<file path="src/rtl/operand_fetch_pkg.sv">
// Shared constants and bundle types for the operand fetch stage.
// Build option: OPERAND_FETCH_WB_BYPASS_EN enables same-cycle writeback bypass.
package operand_fetch_pkg;

  localparam int XLEN   = 32;
  localparam int AW     = 5;
  localparam int CTRL_W = 16;
  localparam int NREG   = 1 << AW;

  localparam logic [AW-1:0] ZERO_REG = '0;

  typedef enum logic {
    EMPTY = 1'b0,
    FULL  = 1'b1
  } of_state_t;

  typedef struct packed {
    logic [XLEN-1:0]   rs1_val;
    logic [XLEN-1:0]   rs2_val;
    logic [AW-1:0]     rd;
    logic              rd_we;
    logic [CTRL_W-1:0] ctrl;
  } id_ex_t;

  function automatic logic is_zero(input logic [AW-1:0] r);
    return r == ZERO_REG;
  endfunction

endpackage

</file>
<file path="src/rtl/operand_fetch_if.sv">
// Decode/regfile/writeback/execute bundle of the operand fetch stage.
// Build option: OPERAND_FETCH_WB_BYPASS_EN (no effect on this file).
interface operand_fetch_if;
  import operand_fetch_pkg::*;

  logic              flush;
  logic              in_valid;
  logic              in_ready;
  logic [AW-1:0]     in_rs1;
  logic [AW-1:0]     in_rs2;
  logic [AW-1:0]     in_rd;
  logic              in_rd_we;
  logic [CTRL_W-1:0] in_ctrl;
  logic [AW-1:0]     rf_read_addr1;
  logic [AW-1:0]     rf_read_addr2;
  logic [XLEN-1:0]   rf_data1;
  logic [XLEN-1:0]   rf_data2;
  logic              wb_valid;
  logic [AW-1:0]     wb_addr;
  logic [XLEN-1:0]   wb_data;
  logic              out_valid;
  logic              out_ready;
  logic [XLEN-1:0]   out_rs1_val;
  logic [XLEN-1:0]   out_rs2_val;
  logic [AW-1:0]     out_rd;
  logic              out_rd_we;
  logic [CTRL_W-1:0] out_ctrl;

  modport slave (
    input  flush, in_valid, in_rs1, in_rs2,
    input  in_rd, in_rd_we, in_ctrl,
    input  rf_data1, rf_data2,
    input  wb_valid, wb_addr, wb_data,
    input  out_ready,
    output in_ready, rf_read_addr1, rf_read_addr2,
    output out_valid, out_rs1_val, out_rs2_val,
    output out_rd, out_rd_we, out_ctrl
  );

  modport master (
    output flush, in_valid, in_rs1, in_rs2,
    output in_rd, in_rd_we, in_ctrl,
    output rf_data1, rf_data2,
    output wb_valid, wb_addr, wb_data,
    output out_ready,
    input  in_ready, rf_read_addr1, rf_read_addr2,
    input  out_valid, out_rs1_val, out_rs2_val,
    input  out_rd, out_rd_we, out_ctrl
  );

endinterface

</file>
<file path="src/rtl/operand_fetch_scoreboard.sv">
// Busy bit per register for writes issued to execute but not yet written back.
// Build option: OPERAND_FETCH_WB_BYPASS_EN (no effect on this file).
module operand_fetch_scoreboard
  import operand_fetch_pkg::*;
(
  input  logic               clk,
  input  logic               rst_n,
  input  logic               set_en,
  input  logic [AW-1:0]      set_idx,
  input  logic               clr_en,
  input  logic [AW-1:0]      clr_idx,
  input  logic [2:0][AW-1:0] q_idx,
  output logic [2:0]         q_busy
);

  logic [NREG-1:0] busy;
  logic [NREG-1:0] set_mask;
  logic [NREG-1:0] clr_mask;

  // one-hot set/clear masks; x0 can never become busy
  always_comb begin
    set_mask = '0;
    clr_mask = '0;
    if (set_en) set_mask = NREG'(1) << set_idx;
    if (clr_en) clr_mask = NREG'(1) << clr_idx;
    set_mask[0] = 1'b0;
  end

  // set overrides clear on the same index
  always_ff @(posedge clk or negedge rst_n) begin
    if (!rst_n) busy <= '0;
    else        busy <= (busy & ~clr_mask) | set_mask;
  end

  // raw busy lookup for rs1, rs2, rd
  always_comb begin
    for (int k = 0; k < 3; k++) q_busy[k] = busy[q_idx[k]];
  end

endmodule

</file>
<file path="src/rtl/operand_fetch.sv">
// Issue stage: hazard check, operand select and output register to execute.
// Build option: OPERAND_FETCH_WB_BYPASS_EN enables same-cycle writeback bypass.
module operand_fetch
  import operand_fetch_pkg::*;
(
  input  logic           clk,
  input  logic           rst_n,
  operand_fetch_if.slave bus
);

  of_state_t          state, state_nx;
  id_ex_t             out_q, out_d;
  logic [2:0][AW-1:0] q_idx;
  logic [2:0]         q_busy;
  logic [2:0]         clr_hit;
  logic [2:0]         pend;
  logic [XLEN-1:0]    op1, op2;
  logic               wb_clr, hazard;
  logic               accept, transfer;

  assign bus.rf_read_addr1 = bus.in_rs1;
  assign bus.rf_read_addr2 = bus.in_rs2;
  assign bus.out_valid     = (state == FULL);
  assign bus.out_rs1_val   = out_q.rs1_val;
  assign bus.out_rs2_val   = out_q.rs2_val;
  assign bus.out_rd        = out_q.rd;
  assign bus.out_rd_we     = out_q.rd_we;
  assign bus.out_ctrl      = out_q.ctrl;

  assign q_idx    = {bus.in_rd, bus.in_rs2, bus.in_rs1};
  assign wb_clr   = bus.wb_valid & !is_zero(bus.wb_addr);
  assign transfer = bus.out_valid & bus.out_ready;

  operand_fetch_scoreboard u_sb (
    .clk     (clk),
    .rst_n   (rst_n),
    .set_en  (transfer & out_q.rd_we),
    .set_idx (out_q.rd),
    .clr_en  (wb_clr),
    .clr_idx (bus.wb_addr),
    .q_idx   (q_idx),
    .q_busy  (q_busy)
  );

`ifdef OPERAND_FETCH_WB_BYPASS_EN
  // writeback this cycle retires the pending write and feeds the operand
  always_comb begin
    for (int k = 0; k < 3; k++)
      clr_hit[k] = wb_clr && (bus.wb_addr == q_idx[k]);
  end
`else
  assign clr_hit = '0;
`endif

  // pending = busy and not retiring now, or held in the output register
  always_comb begin
    for (int k = 0; k < 3; k++) begin
      pend[k] = 1'b0;
      if (!is_zero(q_idx[k]))
        pend[k] = (q_busy[k] & !clr_hit[k])
                | (bus.out_valid & out_q.rd_we
                   & (out_q.rd == q_idx[k]));
    end
  end

  assign hazard = pend[0] | pend[1] | (bus.in_rd_we & pend[2]);

  assign bus.in_ready = (!bus.out_valid | bus.out_ready)
                      & !hazard & !bus.flush;
  assign accept = bus.in_valid & bus.in_ready;

  // operand select: x0, writeback bypass, then register file
  always_comb begin
    op1 = bus.rf_data1;
    op2 = bus.rf_data2;
    unique case (1'b1)
      is_zero(bus.in_rs1): op1 = '0;
      clr_hit[0]:          op1 = bus.wb_data;
      default:             ;
    endcase
    unique case (1'b1)
      is_zero(bus.in_rs2): op2 = '0;
      clr_hit[1]:          op2 = bus.wb_data;
      default:             ;
    endcase
  end

  // next state of the output register and its payload
  always_comb begin
    state_nx = state;
    out_d    = out_q;
    unique case (state)
      EMPTY: if (accept) state_nx = FULL;
      FULL: begin
        if (bus.flush)                 state_nx = EMPTY;
        else if (transfer && !accept) state_nx = EMPTY;
      end
      default: state_nx = EMPTY;
    endcase
    if (accept) begin
      out_d.rs1_val = op1;
      out_d.rs2_val = op2;
      out_d.rd      = bus.in_rd;
      out_d.rd_we   = bus.in_rd_we & !is_zero(bus.in_rd);
      out_d.ctrl    = bus.in_ctrl;
    end
  end

  // output register toward execute
  always_ff @(posedge clk or negedge rst_n) begin
    if (!rst_n) begin
      state <= EMPTY;
      out_q <= '0;
    end else begin
      state <= state_nx;
      out_q <= out_d;
    end
  end

endmodule
</file>
<file path="src/flat_wrapper.sv">
// flat-port wrapper written by rule: the top's interface ports become plain ports
module operand_fetch_flat import operand_fetch_pkg::*;
  (clk, rst_n, bus_flush, bus_in_valid, bus_in_rs1, bus_in_rs2, bus_in_rd, bus_in_rd_we, bus_in_ctrl, bus_rf_data1, bus_rf_data2, bus_wb_valid, bus_wb_addr, bus_wb_data, bus_out_ready, bus_in_ready, bus_rf_read_addr1, bus_rf_read_addr2, bus_out_valid, bus_out_rs1_val, bus_out_rs2_val, bus_out_rd, bus_out_rd_we, bus_out_ctrl);
  operand_fetch_if bus_i ();
  input  logic clk;
  input  logic rst_n;
  input wire logic [$bits(bus_i.flush)-1:0] bus_flush;
  input wire logic [$bits(bus_i.in_valid)-1:0] bus_in_valid;
  input wire logic [$bits(bus_i.in_rs1)-1:0] bus_in_rs1;
  input wire logic [$bits(bus_i.in_rs2)-1:0] bus_in_rs2;
  input wire logic [$bits(bus_i.in_rd)-1:0] bus_in_rd;
  input wire logic [$bits(bus_i.in_rd_we)-1:0] bus_in_rd_we;
  input wire logic [$bits(bus_i.in_ctrl)-1:0] bus_in_ctrl;
  input wire logic [$bits(bus_i.rf_data1)-1:0] bus_rf_data1;
  input wire logic [$bits(bus_i.rf_data2)-1:0] bus_rf_data2;
  input wire logic [$bits(bus_i.wb_valid)-1:0] bus_wb_valid;
  input wire logic [$bits(bus_i.wb_addr)-1:0] bus_wb_addr;
  input wire logic [$bits(bus_i.wb_data)-1:0] bus_wb_data;
  input wire logic [$bits(bus_i.out_ready)-1:0] bus_out_ready;
  output wire logic [$bits(bus_i.in_ready)-1:0] bus_in_ready;
  output wire logic [$bits(bus_i.rf_read_addr1)-1:0] bus_rf_read_addr1;
  output wire logic [$bits(bus_i.rf_read_addr2)-1:0] bus_rf_read_addr2;
  output wire logic [$bits(bus_i.out_valid)-1:0] bus_out_valid;
  output wire logic [$bits(bus_i.out_rs1_val)-1:0] bus_out_rs1_val;
  output wire logic [$bits(bus_i.out_rs2_val)-1:0] bus_out_rs2_val;
  output wire logic [$bits(bus_i.out_rd)-1:0] bus_out_rd;
  output wire logic [$bits(bus_i.out_rd_we)-1:0] bus_out_rd_we;
  output wire logic [$bits(bus_i.out_ctrl)-1:0] bus_out_ctrl;
  assign bus_i.flush = bus_flush;
  assign bus_i.in_valid = bus_in_valid;
  assign bus_i.in_rs1 = bus_in_rs1;
  assign bus_i.in_rs2 = bus_in_rs2;
  assign bus_i.in_rd = bus_in_rd;
  assign bus_i.in_rd_we = bus_in_rd_we;
  assign bus_i.in_ctrl = bus_in_ctrl;
  assign bus_i.rf_data1 = bus_rf_data1;
  assign bus_i.rf_data2 = bus_rf_data2;
  assign bus_i.wb_valid = bus_wb_valid;
  assign bus_i.wb_addr = bus_wb_addr;
  assign bus_i.wb_data = bus_wb_data;
  assign bus_i.out_ready = bus_out_ready;
  assign bus_in_ready = bus_i.in_ready;
  assign bus_rf_read_addr1 = bus_i.rf_read_addr1;
  assign bus_rf_read_addr2 = bus_i.rf_read_addr2;
  assign bus_out_valid = bus_i.out_valid;
  assign bus_out_rs1_val = bus_i.out_rs1_val;
  assign bus_out_rs2_val = bus_i.out_rs2_val;
  assign bus_out_rd = bus_i.out_rd;
  assign bus_out_rd_we = bus_i.out_rd_we;
  assign bus_out_ctrl = bus_i.out_ctrl;
  operand_fetch u_core (.clk(clk), .rst_n(rst_n), .bus(bus_i));
endmodule
</file>
<file path="config.mk">
export PLATFORM = sky130hd
export DESIGN_NAME = operand_fetch_flat
export DESIGN_NICKNAME = d
export VERILOG_FILES = /design/src/rtl/operand_fetch_pkg.sv /design/src/rtl/operand_fetch_if.sv /design/src/rtl/operand_fetch_scoreboard.sv /design/src/rtl/operand_fetch.sv /design/src/flat_wrapper.sv
export SDC_FILE = /design/constraint.sdc
export NUM_CORES = 1
export LEC_CHECK = 0
export CORE_ASPECT_RATIO = 0.75
export CORE_MARGIN = 3
export CORE_UTILIZATION = 45
export DETAILED_ROUTE_END_ITERATION = 7
export PLACE_DENSITY = 0.91
export SLEW_MARGIN = 20
export SYNTH_ARGS = -nofsm -noshare
export SYNTH_HDL_FRONTEND = slang
export SYNTH_HIERARCHICAL = 1
export SYNTH_SLANG_ARGS = --single-unit
export TNS_END_PERCENT = 10
</file>
<file path="constraint.sdc">
create_clock -name clk -period 2.85 [get_ports clk]
set_clock_uncertainty 0.15 [all_clocks]
set_input_delay 0.4275 -clock clk [delete_from_list [all_inputs] [get_ports clk]]
set_output_delay 0.4275 -clock clk [all_outputs]
set_load 0.005 [all_outputs]
</file>
# Yosys cells after proc, flatten, opt, wreduce, memory -nomap -nowiden

Cells that the tools add are included.

Bits in registers: 119
Input port bits: 139
Output and inout bits: 98
Word-level logic and storage cells: 65

$lt $le $gt $ge: 3
Eq/ne operators: 3
Shifts and indexed selects: 2
Muxes and demuxes: 17
Bitwise operators: 22
Reduce and logical (&&, ||, !) cells: 11

Operators with widths:

| operator                                                                      | count |
|---|---|
| 32-bit two-way mux                                                            | 4 |
| 1-bit by 5-bit left shift with 32-bit output (first input constant)           | 2 |
| 32-bit AND                                                                    | 1 |
| 32-bit NOT                                                                    | 1 |
| 32-bit bitwise OR                                                             | 1 |
| 5-bit zero test                                                               | 4 |
| 5-bit by 6-bit less-than comparator with 1-bit output (second input constant) | 3 |
| 1-bit binary-select mux with 5-bit select                                     | 3 |
| 5-bit == test                                                                 | 3 |
| 1-bit AND                                                                     | 12 |
| 1-bit two-way mux                                                             | 9 |
| 1-bit zero test                                                               | 6 |
| 1-bit bitwise OR                                                              | 6 |
| 1-bit one-hot mux with 2 select lines                                         | 1 |
| 1-bit logical AND                                                             | 1 |
| 1-bit NOT                                                                     | 1 |

# Depth between registers and ports, before layout

Word-level depth: 15
Depth in mapped cells: 14

# Modules after synthesis

The synthesis kept the hierarchy.

Modules (own cells, without submodules):

| module                   | instances | cells an instance | area an instance (um^2) |
|---|---|---|---|
| operand_fetch            | 1         | 374               | 4106.4 |
| operand_fetch_scoreboard | 1         | 260               | 2328.5 |

# Worst setup path before layout

OpenSTA, ideal clock, no wires.

Path kind: input port to flip-flop
From: input port bus_in_rd[1]
To: register u_core.out_q (netlist bit u_core/bus.out_ctrl[12])
Library setup time: 0.125 ns
Data arrival time: 2.422 ns
Data required time: 2.575 ns
Path slack: 0.153 ns
Stages on the path: 13
Buffers on the path: 4
Cells stage by stage: buf_6 buf_12 mux2i_1 a22oi_1 nand3_1 nand2_1 a311o_1 a41oi_1 or3_1 nor4b_2 buf_6 buf_6 mux2_2

Longest elaborated chain between the ends: 10
Elaborated cells between the ends (all ways): 13
Those cells by class: eq/ne (1); mux (3); bitwise (7); reduce/logical (2)

RTL lines:

| what                                      | line                           | text |
|---|---|---|
| from (decl)                               | flat_wrapper.sv:11             | `input wire logic [$bits(bus_i.in_rd)-1:0] bus_in_rd;` |
| 1-bit binary-select mux with 5-bit select | operand_fetch_scoreboard.sv:37 | `for (int k = 0; k < 3; k++) q_busy[k] = busy[q_idx[k]];` |
| 1-bit two-way mux (not written as such)   | operand_fetch_scoreboard.sv:37 |  |
| named net u_core.q_busy[2]                | operand_fetch.sv:14            | `logic [2:0] q_busy;` |
| 1-bit bitwise OR                          | operand_fetch.sv:61            | `\| (bus.out_valid & out_q.rd_we` |
| 1-bit two-way mux                         | operand_fetch.sv:59            | `if (!is_zero(q_idx[k]))` |
| 1-bit AND                                 | operand_fetch.sv:66            | `assign hazard = pend[0] \| pend[1] \| (bus.in_rd_we & pend[2]);` |
| 1-bit bitwise OR                          | operand_fetch.sv:66            |  |
| 1-bit zero test                           | operand_fetch.sv:69            | `& !hazard & !bus.flush;` |
| 1-bit AND (2 in a row)                    | operand_fetch.sv:69            |  |
| 1-bit AND                                 | operand_fetch.sv:70            | `assign accept = bus.in_valid & bus.in_ready;` |
| to (signal assigned)                      | operand_fetch.sv:116           | `out_q <= out_d;` |
| to (decl)                                 | operand_fetch.sv:12            | `id_ex_t out_q, out_d;` |

The timed path passes the listed nets, and every way through them passes these cells. The select of a mux whose other input is x is not followed.
A chain may end at the register's enable or synchronous reset.

# Final worst setup path

From: register u_core.u_sb.busy[17]
To: register u_core.out_q (netlist bit u_core/bus.out_ctrl[12])

Longest elaborated chain between the ends: 10
Elaborated cells between the ends (all ways): 19
Those cells by class: mux (9); bitwise (9); reduce/logical (1)

RTL lines:

| what                                      | line                           | text |
|---|---|---|
| from (decl)                               | operand_fetch_scoreboard.sv:16 | `logic [NREG-1:0] busy;` |
| from (signal assigned)                    | operand_fetch_scoreboard.sv:32 | `else busy <= (busy & ~clr_mask) \| set_mask;` |
| 1-bit binary-select mux with 5-bit select | operand_fetch_scoreboard.sv:37 |  |
| 1-bit two-way mux (not written as such)   | operand_fetch_scoreboard.sv:37 |  |
| named net u_core.q_busy[2]                | operand_fetch.sv:14            |  |
| 1-bit bitwise OR                          | operand_fetch.sv:61            |  |
| 1-bit two-way mux                         | operand_fetch.sv:59            |  |
| 1-bit AND                                 | operand_fetch.sv:66            |  |
| 1-bit bitwise OR                          | operand_fetch.sv:66            |  |
| 1-bit zero test                           | operand_fetch.sv:69            |  |
| 1-bit AND (2 in a row)                    | operand_fetch.sv:69            |  |
| 1-bit AND                                 | operand_fetch.sv:70            |  |

The timed path passes the listed nets, and every way through them passes these cells. The select of a mux whose other input is x is not followed.

==> results.json <==
{
  "outcome": "finished, violations left",
  "violations": "negative setup slack",
  "ys_ff_latch": 119,
  "period_share_pct": 105,
  "grt_overflow_total": 0,
  "h-tree-depth": 4,
  "synth_fa_ha_area_share_pct": 0,
  "worst_pin_slew_ps": 612,
  "n_fill_cell": 922,
  "power.leakage_nw": 4.59,
  "grt_antenna_before_repair": 0,
  "hold_viol_final": 0,
  "ys_top_cells_by_area": "dfrtp_1, mux2i_1, nand2_1",
  "io_buffers": 204,
  "cts-root-buf": "clkbuf_16",
  "clk_latency_ps": 410,
  "syn_nets": 773,
  "core_um2": 13800,
  "dp_hpwl_mm": 14.7,
  "worstSetupPathType": "register to register",
  "grt_max_degree": 54,
  "met3_length_mm": 2.42,
  "multi_input_area_um2": 3020,
  "dr_wl_met2_mm": 9.98,
  "ys.flop_type": "dfrtp_1",
  "cts_tree": "done",
  "yosysWarnings": 6,
  "layout_common_cells": "clkdlybuf4s50_1, mux2i_1, dfrtp_1",
  "startpoint_type": "register",
  "ys_seq_area_share_pct": 46.3,
  "setup_violations": 74,
  "maxSlewViolCount": 0,
  "gp_routability_congestion": 0.980,
  "cts_inserted_buffers": 17,
  "vias_per_cell": 5.48,
  "rsz0062_at_grt": "true",
  "crit_path_max_fanout": 5,
  "grt_first_pass_wirelength_mm": 31.5,
  "clock_sinks": 119,
  "grt_usage_pct": 26.2,
  "fin_crit_ps": 3000,
  "layout-drive-gt1-share_pct": 18.8,
  "clockBufferDepth": 2,
  "synth_compound_gate_area_share_pct": 9.18,
  "drc": 0,
  "vias": 5959,
  "layout_commonest_cell": "clkdlybuf4s50_1",
  "timing.hold.ws_ps": 217,
  "initial_utilization_pct": 46.5,
  "drtIter0Drc": 574,
  "utilization_pct": 72.3,
  "hp-class": "input pin to register",
  "synth_top_area_share_pct": 46.3,
  "die_h_um": 110,
  "grt_pass1_vias": 5852,
  "ys_types": 40,
  "cap_violations": 0,
  "antenna_left": 0,
  "synth_area_um2": 6430,
  "fmax_mhz": 334,
  "detailedPlace.worstSlack_ps": -788,
  "synth_top_family_by_area": "multiplexers",
  "row_count": 37,
  "ios": 237,
  "relSlewSlack_pct": 59.2,
  "synth_cells": 634,
  "crit_path_end_kind": "register",
  "cp_data_arrival_time_ps": 3130,
  "dieWidth_um": 144,
  "die_area_um2": 15800,
  "ir_worst_vdd_mv": 0.478,
  "top_layer": "met4",
  "avgRoutedWirePerCell_um": 20.1,
  "yosys-mux-area-fraction_pct": 21.3,
  "synth_top_area_cell": "dfrtp_1",
  "yosys.area_share.simple_pct": 12.4,
  "diodes": 0,
  "async_reset_ff_share_pct": 100,
  "synth-edff-count": 0,
  "wirelength_mm": 21.8,
  "final_nets": 1039,
  "synth-xor-area-share_pct": 2.04,
  "cp.required_ps": 2990,
  "path_clk_slew_ps": 60,
  "drt-met1-wl_mm": 8.91,
  "powerDensity_nw_per_um2": 804,
  "syn_avg_cell_area_um2": 10.1,
  "reg2reg_slack_ps": -150,
  "fin_ws_ps": -146,
  "regArea_um2": 2990,
  "area_growth_pct": 55.6,
  "drt_pass1_iterations": 6
}
## layer usage
metal | track usage, % | vias to the layer above
met1 | 34.2 | 2873
met4 | 9.41 | 0
met2 | 40.7 | 346
met3 | 9.04 | 54
li1 | - | 2686
met5 | 0 | -
## path summary, 6_finish.rpt
path,end,cells after the start,startpoint
max in group asynchronous,u_core/bus.out_rs2_val[0],3,rst_n
max reg2reg,u_core/bus.out_ctrl[12],12,u_core/u_sb/busy[17]
min reg2reg,u_core/bus.out_ctrl[6],1,u_core/bus.out_ctrl[6]
max,u_core/bus.out_ctrl[12],12,u_core/u_sb/busy[17]
min,u_core/bus.out_rd[2],2,bus_in_rd[2]
min in group asynchronous,u_core/bus.out_rs1_val[26],2,rst_n
## synth_stat cells, types with 6 or more instances
library cell / number
a21oi_1: 9
a22oi_1: 12
buf_4: 13
buf_6: 7
clkbuf_1: 11
dfrtp_1: 119
inv_1: 66
mux2_2: 17
mux2i_1: 113
nand2_1: 92
nand2b_1: 14
nand3_1: 13
nor2_1: 8
nor2b_1: 8
o21ai_0: 62
xnor2_1: 9
xor2_1: 6
## area by class of cell
| type | instances | share of cell area (%) |
|---|---|---|
| clock buffer | 17 | 4.25 |
| timing repair buffer | 284 | 29.6 |
| multi-input combinational | 412 | 30.1 |
| clock inverter | 15 | 1.44 |
| inverter | 66 | 2.47 |
| tap | 175 | 2.19 |
| sequential | 119 | 29.9 |
## what timing repair did
action | in CTS | in global routing
endpoints found under the hold margin | 38 | 0
pin swaps | 9 | 6
buffers inserted | 16 | 5
resized for setup | 63 | 30
endpoints found under the setup margin | 88 | 88
gates cloned | 6 | 3
hold buffers | 1 | 0
## through the flow
stage                     cells  power (W)  area (µm²)  setup TNS (ps)
after floorplan             634    0.00385        6430               0
after global placement     1027    0.00554        8850          -53010
after detailed placement   1027    0.00565        8850          -58380
after CTS                  1082    0.00789        9810           -3.44
after global routing       1088    0.00844       10000          -12680
final                      1088    0.00805       10000           -6140
## worst max-delay path, cell delays in order (launching register included)
cell and delay (ps):
dfrtp_2 460, mux2i_4 180, a22oi_2 110, nand4b_1 110, a21oi_1 50, a311o_1 360, a31oi_1 220, or3_1 180
buf_4 110, nor4b_4 220, buf_6 210, clkbuf_16 170, mux2_2 330
## registers in the layout, summed over array words and instances, names as in the netlist
signal,count
u_core/u_sb/busy,32
u_core/bus.out_valid,1
u_core/bus.out_rd_we,1
u_core/bus.out_rd,5
u_core/bus.out_rs2_val,32
u_core/bus.out_rs1_val,32
u_core/bus.out_ctrl,16
## cells by family (layout without fill, tap and decap cells)
logic type | count (synthesis) | count (layout)
AOI/OAI and AO/OA | 99 | 99
xor gates and xnor gates | 15 | 15
buffers and inverters | 103 | 382
DFF | 119 | 119
muxes | 134 | 134
and+or+nand+nor | 164 | 164
## report_power, final
group | total [W] | internal, W | switching, W
registers | 0.00288 | 0.00234 | 0.000538
clock network | 0.00207 | 0.00122 | 0.000853
logic | 0.00309 | 0.00186 | 0.00123
(Power assumes the default switching activity.)
